## config.mk

```make
export PLATFORM = sky130hd
export DESIGN_NAME = fsqrt_issue
export DESIGN_NICKNAME = d
export VERILOG_FILES = /design/src/rtl/fsqrt_issue.sv
export SDC_FILE = /design/constraint.sdc
export NUM_CORES = 1
export LEC_CHECK = 0
export CORE_AREA = 4 4 146 78
export DETAILED_ROUTE_END_ITERATION = 6
export DIE_AREA = 0 0 150 82
export PLACE_DENSITY_LB_ADDON = 0.12
export SLEW_MARGIN = 30
export SYNTH_ARGS = -nofsm -noshare
export SYNTH_HDL_FRONTEND = slang
export SYNTH_SLANG_ARGS = --single-unit
export TNS_END_PERCENT = 30
```

## constraint.sdc

```tcl
create_clock -name clk -period 5.83 [get_ports clk]
set_input_delay 1.166 -clock clk [delete_from_list [all_inputs] [get_ports clk]]
set_output_delay 1.166 -clock clk [all_outputs]
set_load 0.01 [all_outputs]
```

## src/rtl/fsqrt_issue.sv

```systemverilog
// Issue/retire front end for the pipelined fsqrt unit with a register busy map.
// Define FSQRT_TAG_CHECK_EN to add the shadow tag pipeline and the sticky tag_err.
module fsqrt_issue #(
    parameter int LATENCY = 2,
    parameter int NREG    = 32,
    parameter int AW      = 5
) (
    input  logic                           clk,
    input  logic                           rst,
    input  logic                           req_valid,
    output logic                           req_ready,
    input  logic [31:0]                    req_x,
    input  logic [AW-1:0]                  req_src,
    input  logic [AW-1:0]                  req_dst,
    output logic [31:0]                    fs_x,
    output logic                           fs_flag,
    output logic [AW-1:0]                  fs_add,
    input  logic [31:0]                    fs_y,
    input  logic                           fs_flagout,
    input  logic [AW-1:0]                  fs_addout,
    output logic                           wb_en,
    output logic [AW-1:0]                  wb_addr,
    output logic [31:0]                    wb_data,
    output logic [NREG-1:0]                busy_map,
    output logic [$clog2(LATENCY+3)-1:0]   inflight,
    output logic                           idle,
    output logic                           tag_err
);

    localparam int IW  = $clog2(LATENCY + 3);
    localparam int ICW = $clog2(LATENCY + 1);
    localparam logic [IW-1:0]  IMAX = IW'(LATENCY + 1);
    localparam logic [ICW-1:0] IGN0 = ICW'(LATENCY);

    logic            accept;
    logic            ret_ok;
    logic [AW-1:0]   ret_addr;
    logic [NREG-1:0] set_mask;
    logic [NREG-1:0] clr_mask;
    logic [ICW-1:0]  ign_cnt;

    assign req_ready = !rst && !busy_map[req_src] && !busy_map[req_dst];
    assign accept    = req_valid && req_ready;
    assign idle      = (inflight == '0);

    // Returns launched before a reset still drain out of fsqrt; drop them.
    assign ret_ok = fs_flagout && (ign_cnt == '0);

    always_comb begin
        set_mask = '0;
        clr_mask = '0;
        if (accept)
            set_mask[req_dst] = 1'b1;
        if (ret_ok)
            clr_mask[ret_addr] = 1'b1;
    end

`ifdef FSQRT_TAG_CHECK_EN
    typedef struct packed {
        logic          v;
        logic [AW-1:0] dst;
    } tag_t;

    tag_t sh [LATENCY+1];
    logic tag_bad;

    assign ret_addr = sh[LATENCY].dst;
    assign tag_bad  = (fs_flagout != sh[LATENCY].v) ||
                      (fs_flagout && sh[LATENCY].v &&
                       (fs_addout != sh[LATENCY].dst));

    always_ff @(posedge clk) begin
        if (rst) begin
            for (int i = 0; i <= LATENCY; i++)
                sh[i] <= '0;
            tag_err <= 1'b0;
        end else begin
            sh[0].v   <= accept;
            sh[0].dst <= accept ? req_dst : '0;
            for (int i = 1; i <= LATENCY; i++)
                sh[i] <= sh[i-1];
            if (ign_cnt == '0 && tag_bad)
                tag_err <= 1'b1;
        end
    end
`else
    assign ret_addr = fs_addout;
    assign tag_err  = 1'b0;
`endif

    always_ff @(posedge clk) begin
        if (rst) begin
            fs_x     <= '0;
            fs_flag  <= 1'b0;
            fs_add   <= '0;
            wb_en    <= 1'b0;
            wb_addr  <= '0;
            wb_data  <= '0;
            busy_map <= '0;
            inflight <= '0;
            ign_cnt  <= IGN0;
        end else begin
            fs_flag <= accept;
            fs_add  <= accept ? req_dst : '0;
            fs_x    <= accept ? req_x : '0;
            wb_en   <= ret_ok;
            wb_addr <= ret_ok ? ret_addr : '0;
            wb_data <= ret_ok ? fs_y : '0;
            // A fresh set wins over a stray clear of the same register.
            busy_map <= (busy_map & ~clr_mask) | set_mask;
            if (accept && !ret_ok && inflight != IMAX)
                inflight <= inflight + 1'b1;
            else if (!accept && ret_ok && inflight != '0)
                inflight <= inflight - 1'b1;
            if (ign_cnt != '0)
                ign_cnt <= ign_cnt - 1'b1;
        end
    end

endmodule
```

* After elaboration in Yosys (flattened, before gate mapping)
Cells that the tools add are included.
Operators by class: mux-type cells 12, bitwise gates (word level) 5, add/subtract/negate cells 3, reduce and logical (&&, ||, !) cells 22, $lt $le $gt $ge 5, equal/unequal tests 1
Operators by type and width (count):
- two-way mux 32 bit | 2
- bitwise AND 32 bit | 1
- NOT 32 bit | 1
- bitwise OR 32 bit | 1
- less-than comparator 5 x 6 -> 1 bit (second input constant) | 3
- binary-select mux 1 bit (select 5 bit) | 2
- demux 1 bit (select 5 bit) | 2
- >= comparator 5 x 1 -> 1 bit (second input constant) | 2
- logical AND 1 bit | 10
- two-way mux 3 bit | 2
- logical NOT 1 bit | 5
- two-way mux 1 bit | 4
- nonzero test 2 bit | 2
- OR reduction 2 bit | 2
- adder 3 x 1 -> 3 bit (second input constant) | 1
- logical NOT 3 bit | 1
- != test 3 x 2 -> 1 bit (second input constant) | 1
- nonzero test 3 bit | 1
- subtractor 3 x 1 -> 3 bit (second input constant) | 1
- logical NOT 2 bit | 1
- NOT 1 bit | 2
- subtractor 2 x 1 -> 2 bit (second input constant) | 1
Word-level totals: bits of input ports 83, bits in registers 113, output and inout port bits 114, word-level logic and storage cells 57

* Longest topological paths before layout
depth after elaboration 11, depth in mapped cells 11, gate-level depth less buffers 10

* Least setup slack after synthesis
OpenSTA, ideal clock, no wires.
path type input to output, start point input port req_dst[0], end point output port req_ready, path slack 1763 ps, stages on the path 7, data required time 4664 ps, arrival time 2901 ps, cell sequence buf_2 -> mux4_2 -> and2_1 -> a21oi_1 -> and4_4 -> nand2_1 -> nor4_1
On the way: word-level cells in the longest chain between the ends 4
RTL lines:
- start: declaration | line 14 | input logic [AW-1:0] req_dst,
- binary-select mux 1 bit (select 5 bit) | line 42 | assign req_ready = !rst && !busy_map[req_src] && !busy_map[req_dst];
- two-way mux 1 bit (implied by the code) | line 42
- logical NOT 1 bit | line 42
- logical AND 1 bit | line 42
- end: declaration | line 11 | output logic req_ready,
Every way passes these cells. The select of a mux whose other input is x is not followed.

* Worst setup path in the final report
Same ends and word-level chain as after synthesis.

==> flow_summary.yaml <==
power_and_ir_drop:
  p_leak_nw: 2.573
  peakVddDrop_uv: 233.5
  power-per-cell-area_nw_per_um2: 308.5
synthesis:
  synth-edff-count: 0
  synth.top_cell.area_share_pct: 51.17
  synth_fp_nets: 519
  syn_area_per_cell_um2: 10.19
  syn_inst: 434
  syn-cell-area_um2: 4420
  synth_cell_types: 52
  synthArstFlopShare_pct: 0
  ys_ff_latch: 113
  synthFlopType: "dfxtp_1"
  yosys_warnings: 0
  synth_largest_area_cell: "dfxtp_1"
  synth_seq_area_share_pct: 51.17
  synth_area_leaders: "dfxtp_1 51%, and2_1 11%, mux4_2 7.1%"
global_routing:
  grt_max_degree: 73
  overflow: 0
  antenna_found_initial: 0
  grt_pass1_wl_um: 21420
  grt_usage_pct: 22.99
  grt_pass1_vias: 3956
critical_path:
  worst_setup_path_start_kind: "input port"
  path_class: "in -> out"
  crit_path_max_fanout: 19
  cp.required_ns: 4.66
  regToRegSetupSlack_ns: 2.61
  critPathArrivalTime_ns: 4.09
  worst_setup_path_end_kind: "output port"
floorplanning:
  rows: 26
  dieArea_um2: 12300
  ioPinCount: 197
  core_um2: 10020
  die_x_um: 150
  die_h_um: 82
  start_util_pct: 44.12
sta:
  worst_slew_pin_slew_ns: 0.8458
  final_max_slew_viol_count: 0
  rsz0062_at_grt: "false"
  fin_crit_sh_pct: 90.19
  hold_viol: 0
  setup_violations: 0
  fin_worst_skew_ns: 0.007519
  clock.fmax_ghz: 0.1902
  max-slew-margin-rel_pct: 43.09
  period_minus_slack_ns: 5.258
  setup_tns_ns: 0
route:
  wl_per_cell_um: 18.20
  vias_per_cell: 5.233
  drt_iter0_markers: 232
  drc: 0
  routed_wl_um: 14140
  first_pass_iters: 6
  ant_nets: 0
  vias: 4066
cts:
  postCtsSetupBuffers: 0
  numCtsBuffers: 17
  clk_path_buf_depth: 2
  cts_sinks: 113
  path_clk_slew_ns: 0.05
  cts_hold_buf: 0
  cts_tree: "yes"
  htreeDepth: 4
  ctsResizeCount: 0
  clock_latency_ns: 0.41
  root_buffer: "clkbuf_16"
cells_and_area:
  fillers: 808
  post-route-util_pct: 70.12
  nNetsFinal: 709
  drive_gt1_share_pct: 10.36
  antennaDiodeCount: 0
  synthToLayoutAreaGrowth_pct: 58.93
placed_design:
  place_congestion: 0.8872
  hpwl_um: 10070
  io_buffers: 195
run:
  maxCapViolCount: 0
run_status:
  outcome: "completed"
min_path:
  hold_path.class: "reg -> reg"
-- registers in the layout, summed over array words and instances, names as in the netlist --
signal,count
busy_map,32
fs_add,5
fs_flag,1
fs_x,32
ign_cnt,2
inflight,3
wb_addr,5
wb_data,32
wb_en,1
-- path summary, 6_finish.rpt --
check	end	startpoint	cells after the start
min	busy_map[26]	busy_map[26]	2
max reg2reg	inflight[2]	busy_map[15]	10
min reg2reg	busy_map[26]	busy_map[26]	2
max	req_ready	req_dst[0]	9
-- cells by family (layout without fill, tap and decap cells) --
family	count (synthesis)	after routing	share of synthesized area, %
compound gates	77	77	9.567
xor+xnor	1	1	0.1982
fa+ha+maj	2	2	0.7359
buf+inv	36	239	4.302
flops	113	113	51.17
mux	24	24	9.482
other cells	1	1	0.08483
simple gates	180	180	24.46
-- critical path, stage by stage --
cell and delay, ns:
clkdlybuf4s50_1 0.75, buf_4 0.32, mux4_2 0.52, nor2_1 0.11, nor2_1 0.06, o21ai_2 0.12
nand2_1 0.09, nor4_1 0.35, clkdlybuf4s50_1 0.60
-- synthesized netlist by cell type, types with 2 or more instances --
library cell	number
a21oi_1	33
and2_1	75
buf_1	3
buf_2	5
buf_4	2
buf_6	2
buf_8	2
clkbuf_1	14
dfxtp_1	113
inv_1	6
mux2_2	3
mux2i_1	7
mux4_2	14
nand2_1	11
nand3_1	19
nand3b_1	3
nand4_1	17
nor2_1	25
nor2b_1	2
nor3_1	3
nor4_1	2
nor4b_1	3
o21ai_0	36
or2_2	2
or3_1	4
or3b_2	2
-- metal layers --
metal	wire, um	GRT usage, %	part of all wire [%]
met1	5592	26.05	40
met2	6634	39.48	47
met3	1657	9.316	12
met4	257	8.942	1.8
met5	0	0	0
-- layout make-up --
cell class / count / area [um2] / share of cell area, %
Tap cell: 140 / 175.2 / 2.493
Timing Repair Buffer: 200 / 1989 / 28.32
Sequential cell: 113 / 2262 / 32.20
Inverter: 7 / 28.78 / 0.4096
Clock inverter: 13 / 161.4 / 2.297
Clock buffer: 19 / 432.9 / 6.162
Multi-Input combinational cell: 285 / 1976 / 28.12
-- power by group --
group,leakage (nW),internal (mW),switching [mW],total [mW]
combinational,1.38,0.161,0.134,0.296
sequential,0.917,0.811,0.0192,0.830
clock,0.280,0.672,0.370,1.04
total,2.57,1.64,0.524,2.17
-- placed cells by master, fill, tap and decap left out, types with 2 or more instances in the layout --
cell type / n
inv_6: 2
mux4_2: 14
mux2i_1: 7
clkbuf_16: 17
nor4_1: 2
mux2_2: 3
nand3b_1: 3
and2_1: 75
clkinvlp_4: 4
a21oi_1: 33
nand3_1: 19
nor2_1: 24
nor2b_1: 2
nor4b_1: 3
o21ai_0: 36
or3b_2: 2
dfxtp_1: 113
bufinv_16: 3
nand4_1: 17
or2_2: 2
clkinv_2: 3
clkbuf_1: 2
clkdlybuf4s50_1: 195
buf_4: 5
nand2_1: 11
nor3_1: 3
or3_1: 4
inv_1: 6
-- per-stage QoR --
step / power (mW) / setup slack, ns / area [um2] / cells / hold slack [ns]
after floorplan: 0.9861 / 1.763 / 4420 / 434 / 0.4758
after global placement: 1.135 / 0.6108 / 6426 / 745 / 0.4984
after detailed placement: 1.141 / 0.5806 / 6431 / 745 / 0.5029
after CTS: 2.189 / 0.5585 / 7025 / 777 / 0.5166
after global routing: 2.253 / 0.3719 / 7025 / 777 / 0.5431
final: 2.167 / 0.5719 / 7025 / 777 / 0.5154
(Power assumes the default switching activity.)
